[config.mk]
export PLATFORM = sky130hd
export DESIGN_NAME = mem_ctrl
export DESIGN_NICKNAME = d
export VERILOG_FILES = /design/src/rtl/mem_ctrl.sv
export SDC_FILE = /design/constraint.sdc
export NUM_CORES = 1
export LEC_CHECK = 0
export ABC_AREA = 1
export BUFFER_PORTS_ARGS = -buffer_cell sky130_fd_sc_hd__buf_2
export CORE_MARGIN = 2
export CORE_UTILIZATION = 50
export CTS_CLUSTER_SIZE = 24
export DETAILED_ROUTE_END_ITERATION = 7
export GPL_ROUTABILITY_DRIVEN = 0
export PLACE_DENSITY = 0.78
export SYNTH_ARGS = -nofsm -noshare
export SYNTH_HDL_FRONTEND = slang
export SYNTH_SLANG_ARGS = --single-unit
[constraint.sdc]
create_clock -name clk -period 5.5 [get_ports clk]
set_input_delay 0.825 -clock clk [delete_from_list [all_inputs] [get_ports clk]]
set_output_delay 0.825 -clock clk [all_outputs]
set_load 0.02 [all_outputs]
[src/rtl/mem_ctrl.sv]
// Data-memory controller: splits a 32-bit MEM-stage request into byte accesses on an 8-bit RAM port.
// Latency: with grant always high, a word load takes 6 stall cycles and a word store 5; DONE follows.
// Backpressure: a grant-low cycle holds the lane and RAM outputs. Optional lane skipping via MEM_CTRL_BYTE_SKIP_EN.
module mem_ctrl (
   input  logic        clk,
   input  logic        rst,
   input  logic        mem_ce_i,
   input  logic        mem_we_i,
   input  logic [3:0]  mem_sel_i,
   input  logic [31:0] mem_addr_i,
   input  logic [31:0] mem_data_i,
   output logic [31:0] mem_data_o,
   output logic        stallreq_o,
   input  logic        ram_gnt_i,
   output logic [31:0] ram_addr_o,
   output logic        ram_wr_o,
   output logic [7:0]  ram_dout_o,
   input  logic [7:0]  ram_din_i
);

   typedef enum logic [1:0] {S_IDLE, S_ACCESS, S_DRAIN, S_DONE} state_t;

   state_t      state_q, state_d;
   logic        we_q, we_d;
   logic [3:0]  sel_q, sel_d;
   logic [29:0] word_q, word_d;
   logic [31:0] wdata_q, wdata_d;
   logic [1:0]  k_q, k_d;
   logic        pend_vld_q, pend_vld_d;
   logic [1:0]  pend_lane_q, pend_lane_d;
   logic [31:0] mem_data_q, mem_data_d;

   logic        in_access;
   logic        wr_now;
   logic        lane_last;
   logic [1:0]  lane_next;

   // Byte offset within the word is implied by the lane counter, so the low address bits are not needed.
   logic        unused_addr_lsb;
   assign unused_addr_lsb = ^mem_addr_i[1:0];

`ifdef MEM_CTRL_BYTE_SKIP_EN
   logic [2:0]  first_lane;
   logic [2:0]  after_lane;

   // Lowest selected lane at or above start; bit 2 flags that one exists.
   function automatic logic [2:0] find_lane(input logic [3:0] sel, input logic [2:0] start);
      logic [2:0] r;
      r = 3'b000;
      for (int i = 3; i >= 0; i--) begin
         if (i >= int'(start) && sel[i]) r = {1'b1, 2'(i)};
      end
      return r;
   endfunction
`endif

   assign in_access = (state_q == S_ACCESS);
   assign wr_now    = we_q & sel_q[k_q];

   // RAM port is idle-zero outside ACCESS; while ungranted the lane counter holds, so these hold too.
   assign ram_addr_o = in_access ? {word_q, k_q} : 32'd0;
   assign ram_wr_o   = in_access & wr_now;
   assign ram_dout_o = in_access ? wdata_q[8*k_q +: 8] : 8'd0;

   // Stall starts combinationally in the request cycle and is forced low while in reset.
   assign stallreq_o = rst & (((state_q == S_IDLE) & mem_ce_i) | in_access | (state_q == S_DRAIN));
   assign mem_data_o = mem_data_q;

   // Next-lane selection: every lane in order, or only selected lanes when skipping is enabled.
   always_comb begin
`ifdef MEM_CTRL_BYTE_SKIP_EN
      first_lane = find_lane(mem_sel_i, 3'd0);
      after_lane = find_lane(sel_q, {1'b0, k_q} + 3'd1);
      lane_last  = ~after_lane[2];
      lane_next  = after_lane[1:0];
`else
      lane_last  = (k_q == 2'd3);
      lane_next  = k_q + 2'd1;
`endif
   end

   // Request sequencing, lane stepping and load-byte reassembly.
   always_comb begin
      state_d     = state_q;
      we_d        = we_q;
      sel_d       = sel_q;
      word_d      = word_q;
      wdata_d     = wdata_q;
      k_d         = k_q;
      pend_vld_d  = 1'b0;
      pend_lane_d = pend_lane_q;
      mem_data_d  = mem_data_q;

      // The byte read last cycle is on ram_din_i now, whatever the grant does.
      if (pend_vld_q) mem_data_d[8*pend_lane_q +: 8] = ram_din_i;

      case (state_q)
         S_IDLE: begin
            if (mem_ce_i) begin
               we_d       = mem_we_i;
               sel_d      = mem_sel_i;
               word_d     = mem_addr_i[31:2];
               wdata_d    = mem_data_i;
               mem_data_d = 32'd0;
`ifdef MEM_CTRL_BYTE_SKIP_EN
               if (first_lane[2]) begin
                  k_d     = first_lane[1:0];
                  state_d = S_ACCESS;
               end else begin
                  state_d = S_DONE;
               end
`else
               k_d     = 2'd0;
               state_d = S_ACCESS;
`endif
            end
         end
         S_ACCESS: begin
            if (ram_gnt_i) begin
               // Only load reads are captured; filler reads of a store are discarded.
               if (!wr_now) begin
                  pend_vld_d  = ~we_q;
                  pend_lane_d = k_q;
               end
               if (lane_last) state_d = we_q ? S_DONE : S_DRAIN;
               else           k_d     = lane_next;
            end
         end
         S_DRAIN: state_d = S_DONE;
         default: state_d = S_IDLE;
      endcase
   end

   // State registers with asynchronous reset abandoning any access in flight.
   always_ff @(posedge clk or negedge rst) begin
      if (!rst) begin
         state_q     <= S_IDLE;
         we_q        <= 1'b0;
         sel_q       <= 4'd0;
         word_q      <= 30'd0;
         wdata_q     <= 32'd0;
         k_q         <= 2'd0;
         pend_vld_q  <= 1'b0;
         pend_lane_q <= 2'd0;
         mem_data_q  <= 32'd0;
      end else begin
         state_q     <= state_d;
         we_q        <= we_d;
         sel_q       <= sel_d;
         word_q      <= word_d;
         wdata_q     <= wdata_d;
         k_q         <= k_d;
         pend_vld_q  <= pend_vld_d;
         pend_lane_q <= pend_lane_d;
         mem_data_q  <= mem_data_d;
      end
   end

endmodule
Yosys cells after proc, flatten, opt, wreduce, memory -nomap -nowiden
Index checks and enable logic that the tools add are counted.
{ "totals": {"elab_cells": 56, "out_inout_bits": 74, "in_bits": 81, "regBits": 106} }
{ "classes": {"muxes": 20, "n_addsub": 2, "shift": 3, "n_bitwise": 8, "n_reduce_logical": 6, "n_eq_ne": 7, "magnitude_cmp": 1} }
{ "op_table": {"columns": ["operator", "count"], "rows": [
  ["32-bit two-way mux", 4],
  ["5-bit negator with 34-bit output", 1],
  ["8-bit by 34-bit variable shift with 32-bit output, first input constant", 1],
  ["8-bit by 34-bit variable part select with 32-bit output", 1],
  ["32-bit bitwise mux", 1],
  ["32-bit by 6-bit variable part select with 8-bit output", 1],
  ["2-bit two-way mux", 6],
  ["8-bit two-way mux", 1],
  ["2-bit inequality test, second input constant", 3],
  ["2-bit one-hot mux with 3 select lines", 1],
  ["3-bit AND reduction", 2],
  ["1-bit two-way mux", 5],
  ["1-bit bitwise AND", 4],
  ["2-bit == test, second input constant", 2],
  ["2-bit one-hot mux with 2 select lines", 1],
  ["4-bit AND reduction", 1],
  ["2-bit by 3-bit less-than comparator with 1-bit output, second input constant", 1],
  ["2-bit by 1-bit adder with 2-bit output, second input constant", 1],
  ["1-bit binary-select mux with 2-bit select", 1],
  ["2-bit by 1-bit == test with 1-bit output, second input constant", 1],
  ["2-bit logical NOT", 1],
  ["2-bit by 1-bit inequality test with 1-bit output, second input constant", 1],
  ["1-bit inverter", 2],
  ["1-bit bitwise OR", 2],
  ["other kinds (2)", 2]
]} }

Depth between registers and ports, before layout
{ "logic_depth": {"word_depth": 6, "mapped_depth": 11, "ltp_nobuf": 9} }

Worst setup path before layout
No wires, ideal clock.
{ "synth_path": {"path_type": "in2out", "startpoint": "input port mem_ce_i", "endpoint": "output port stallreq_o", "required_time_ps": 4675, "t_arrival_ps": 1410, "n_path_buf": 1, "path_stages": 4, "setup_slack_ps": 3265, "cell_sequence": "nand2_1 -> inv_1 -> buf_2 -> o31a_1"} }
{ "synth_via": {"elab_chain_len": 4} }
{ "synth_rtl": {"columns": ["element", "line", "text"], "rows": [
  ["start: declaration", "7", "input logic mem_ce_i,"],
  ["1-bit bitwise AND", "66", "assign stallreq_o = rst & (((state_q == S_IDLE) & mem_ce_i) | in_access | (state_q == S_DRAIN));"],
  ["1-bit bitwise OR (2 in a row)", "66", null],
  ["1-bit bitwise AND", "66", null],
  ["end: declaration", "13", "output logic stallreq_o,"]
]} }
Every way passes these cells.

Worst setup path after layout
{ "layout_path": {"startpoint": "register state_q[1]", "endpoint": "output port ram_dout_o[1]"} }
{ "layout_via": {"elab_chain_len": 2} }
{ "layout_rtl": {"columns": ["element", "line", "text"], "rows": [
  ["start: declaration", "23", "state_t state_q, state_d;"],
  ["start signal: assignment", "147", "state_q <= state_d;"],
  ["2-bit by 1-bit == test with 1-bit output", "57", "assign in_access = (state_q == S_ACCESS);"],
  ["8-bit two-way mux", "63", "assign ram_dout_o = in_access ? wdata_q[8*k_q +: 8] : 8'd0;"],
  ["end: declaration", "17", "output logic [7:0] ram_dout_o,"]
]} }
Every way passes these cells.

==> results.json <==
{
  "outcome": "completed",
  "worstPathRequired_ns": 4.68,
  "remaining_drc_errors": 0,
  "synth_nets": 722,
  "slew_headroom": 0.3488,
  "crit_path_end_kind": "primary output",
  "grt_pass1_wl_mm": 18.77,
  "area_growth_syn_to_layout_pct": 20.48,
  "fin_skew_ns": 0.01330,
  "final_cell_mix": "nand2_1 (275), buf_2 (151), dfrtp_1 (106), inv_1 (52), nor2_1 (49)",
  "die_y_um": 103.4,
  "vias": 4447,
  "cts.sinks": 106,
  "hold_viol": 0,
  "hp-class": "in2async",
  "p_int_uw": 1654,
  "hold_ws_ns": 0.3834,
  "clk_latency_ns": 0.36,
  "drv_slew": 0,
  "antenna_cells": 0,
  "grt_util_all_layers": 0.2227,
  "reg2regPathDepth": 10,
  "period_minus_slack_ns": 3.194,
  "path_max_fanout": 25,
  "combPwrFrac": 0.408,
  "worst_slack_ns": 2.306,
  "r2r_start": "state_q[1]",
  "drive_above_1_share": 0.2342,
  "fillers": 898,
  "port_buffers": 152,
  "ys_seq_elements": 106,
  "coreArea_sq_um": 9684,
  "timing.rr.end": "k_q[1]",
  "htree_levels": 3,
  "fin_crit_sh": 0.5808,
  "synth_cell_types": 21,
  "avgSynthCellArea_sq_um": 7.822,
  "seq_power_share": 0.433,
  "yosys_warnings": 0,
  "p_per_area_nw_per_um2": 488.2,
  "cts_resized": 0,
  "numCtsBuffers": 9,
  "firstDrtPassIters": 4,
  "clkPwrFrac": 0.159,
  "crit_arrival_ns": 2.37,
  "path_clk_slew_ns": 0.10,
  "rsz0062_at_grt": "false",
  "setup_viol_count_final": 0,
  "finalNetCount": 860,
  "p_switching_uw": 1249,
  "pin_count": 155,
  "pre_cts_ws_ns": 2.692,
  "cp-start-kind": "flip-flop",
  "drtIter0Drc": 261,
  "leakage_uw": 0.003573,
  "postCtsSetupRepairBufs": 0,
  "dp_hpwl_mm": 8.050,
  "rrSetupSlack_ns": 3.27,
  "ir_drop_mv": 0.2367,
  "initial_core_util": 0.5097,
  "overflow": 0,
  "ant_nets": 0,
  "dp_cells": 891,
  "syn_inst": 631,
  "wire_per_inst_um": 12.80,
  "fp.dieArea_sq_um": 10680,
  "antenna_found_initial": 0,
  "drt_wl_total_mm": 11.60,
  "ys_seq_area_frac": 0.5374,
  "worstMarginPinSlew_ns": 0.9767,
  "fp.dieW_um": 103.4,
  "postCtsHoldBufs": 0,
  "grt_pass1_vias": 4116,
  "worst-setup-path-type": "reg2out",
  "cts_tree": "built",
  "fin_util": 0.6141,
  "finalSetupTns_ns": 0,
  "netlist_area_sq_um": 4936,
  "ctsRootBufferMaster": "clkbuf_8",
  "max_freq_ghz": 0.3131,
  "netSwitchingFraction": 0.4304,
  "cap_viol_max_count": 0,
  "rows": 36,
  "mostFrequentLayoutCell": "nand2_1",
  "viasPerCell": 4.908,
  "instances_no_fill": 906,
  "grt_start_max_net_pins": 102,
  "clock_path_buffers": 2
}
cell families after synthesis:
kind of cell,synth area share
AND/OR/NAND/NOR,0.2978
buffers and inverters,0.06844
AO/OA/AOI/OAI,0.07098
flip-flops,0.5374
adder cells (fa/ha/maj),0.02535
synthesized netlist by cell type, drive strengths merged:
library cell | n | area, sq um
a22oi | 8 | 60.06
o31a | 1 | 8.760
dfrtp | 106 | 2653
clkbuf | 12 | 45.04
o21ai | 21 | 105.1
nand2 | 280 | 1066
nand3 | 33 | 165.2
o22ai | 1 | 6.260
clkinv | 1 | 3.750
a21oi | 34 | 170.2
nor3 | 2 | 26.28
ha | 10 | 125.1
inv | 53 | 198.9
buf | 17 | 90.08
nor2 | 52 | 212.7
cell type report:
class / count / area (sq um) / area share
clock buffers: 10 / 127.6 / 0.02146
clock inverters: 5 / 56.30 / 0.009468
repair buffers: 156 / 793.3 / 0.1334
well taps: 133 / 166.4 / 0.02798
multi-input cells: 442 / 1948 / 0.3276
flip-flops and latches: 106 / 2653 / 0.4460
inverters: 54 / 202.7 / 0.03408
how the worst max path moves through the flow:
| stage | endpoint | slack [ns] | depth (start not counted) | start |
|---|---|---|---|---|
| floorplan | stallreq_o | 3.27 | 4 | mem_ce_i |
| global placement | ram_dout_o[1] | 2.73 | 6 | state_q[1] |
| detailed placement | ram_dout_o[1] | 2.69 | 6 | state_q[1] |
| CTS | ram_dout_o[1] | 2.27 | 6 | state_q[1] |
| global route | ram_dout_o[1] | 2.12 | 4 | k_q[0] |
| finish | ram_dout_o[1] | 2.31 | 6 | state_q[1] |
per-layer routing:
| metal | part of all wire | vias up | GRT usage |
|---|---|---|---|
| li1 | - | 2212 | - |
| met5 | 0 | - | 0 |
| met3 | 0.069 | 19 | 0.03495 |
| met1 | 0.43 | 2032 | 0.3118 |
| met2 | 0.48 | 184 | 0.3548 |
| met4 | 0.017 | 0 | 0.07794 |
sequential cells by signal, indices dropped and copies added (netlist names):
register     flops
k_q              2
state_q          2
word_q          30
sel_q            4
pend_vld_q       1
mem_data_o      32
we_q             1
pend_lane_q      2
wdata_q         32
power groups by stage:
stage          combinational (uW)  clock (uW)  sequential [uW]
2_1_floorplan                 889           0             1220
3_3_place_gp                 1150           0             1250
3_5_place_dp                 1190           0             1270
4_1_cts                      1200         475             1260
5_1_grt                      1360         508             1300
6_report                     1180         462             1260
critical path, stage by stage (launching register included):
cell and delay (ns):
dfrtp_1 0.41, inv_1 0.11, ha_1 0.44, buf_4 0.37, inv_1 0.24, a21oi_1 0.23, buf_2 0.20
metrics by stage:
| step | total power (uW) | area [sq um] |
|---|---|---|
| after floorplan | 2108 | 4936 |
| after CTS | 2926 | 5947 |
| after global placement | 2402 | 5763 |
| after global routing | 3166 | 5947 |
| after detailed placement | 2455 | 5763 |
| final | 2903 | 5947 |
Note: power is estimated with default switching activity, not from simulation.
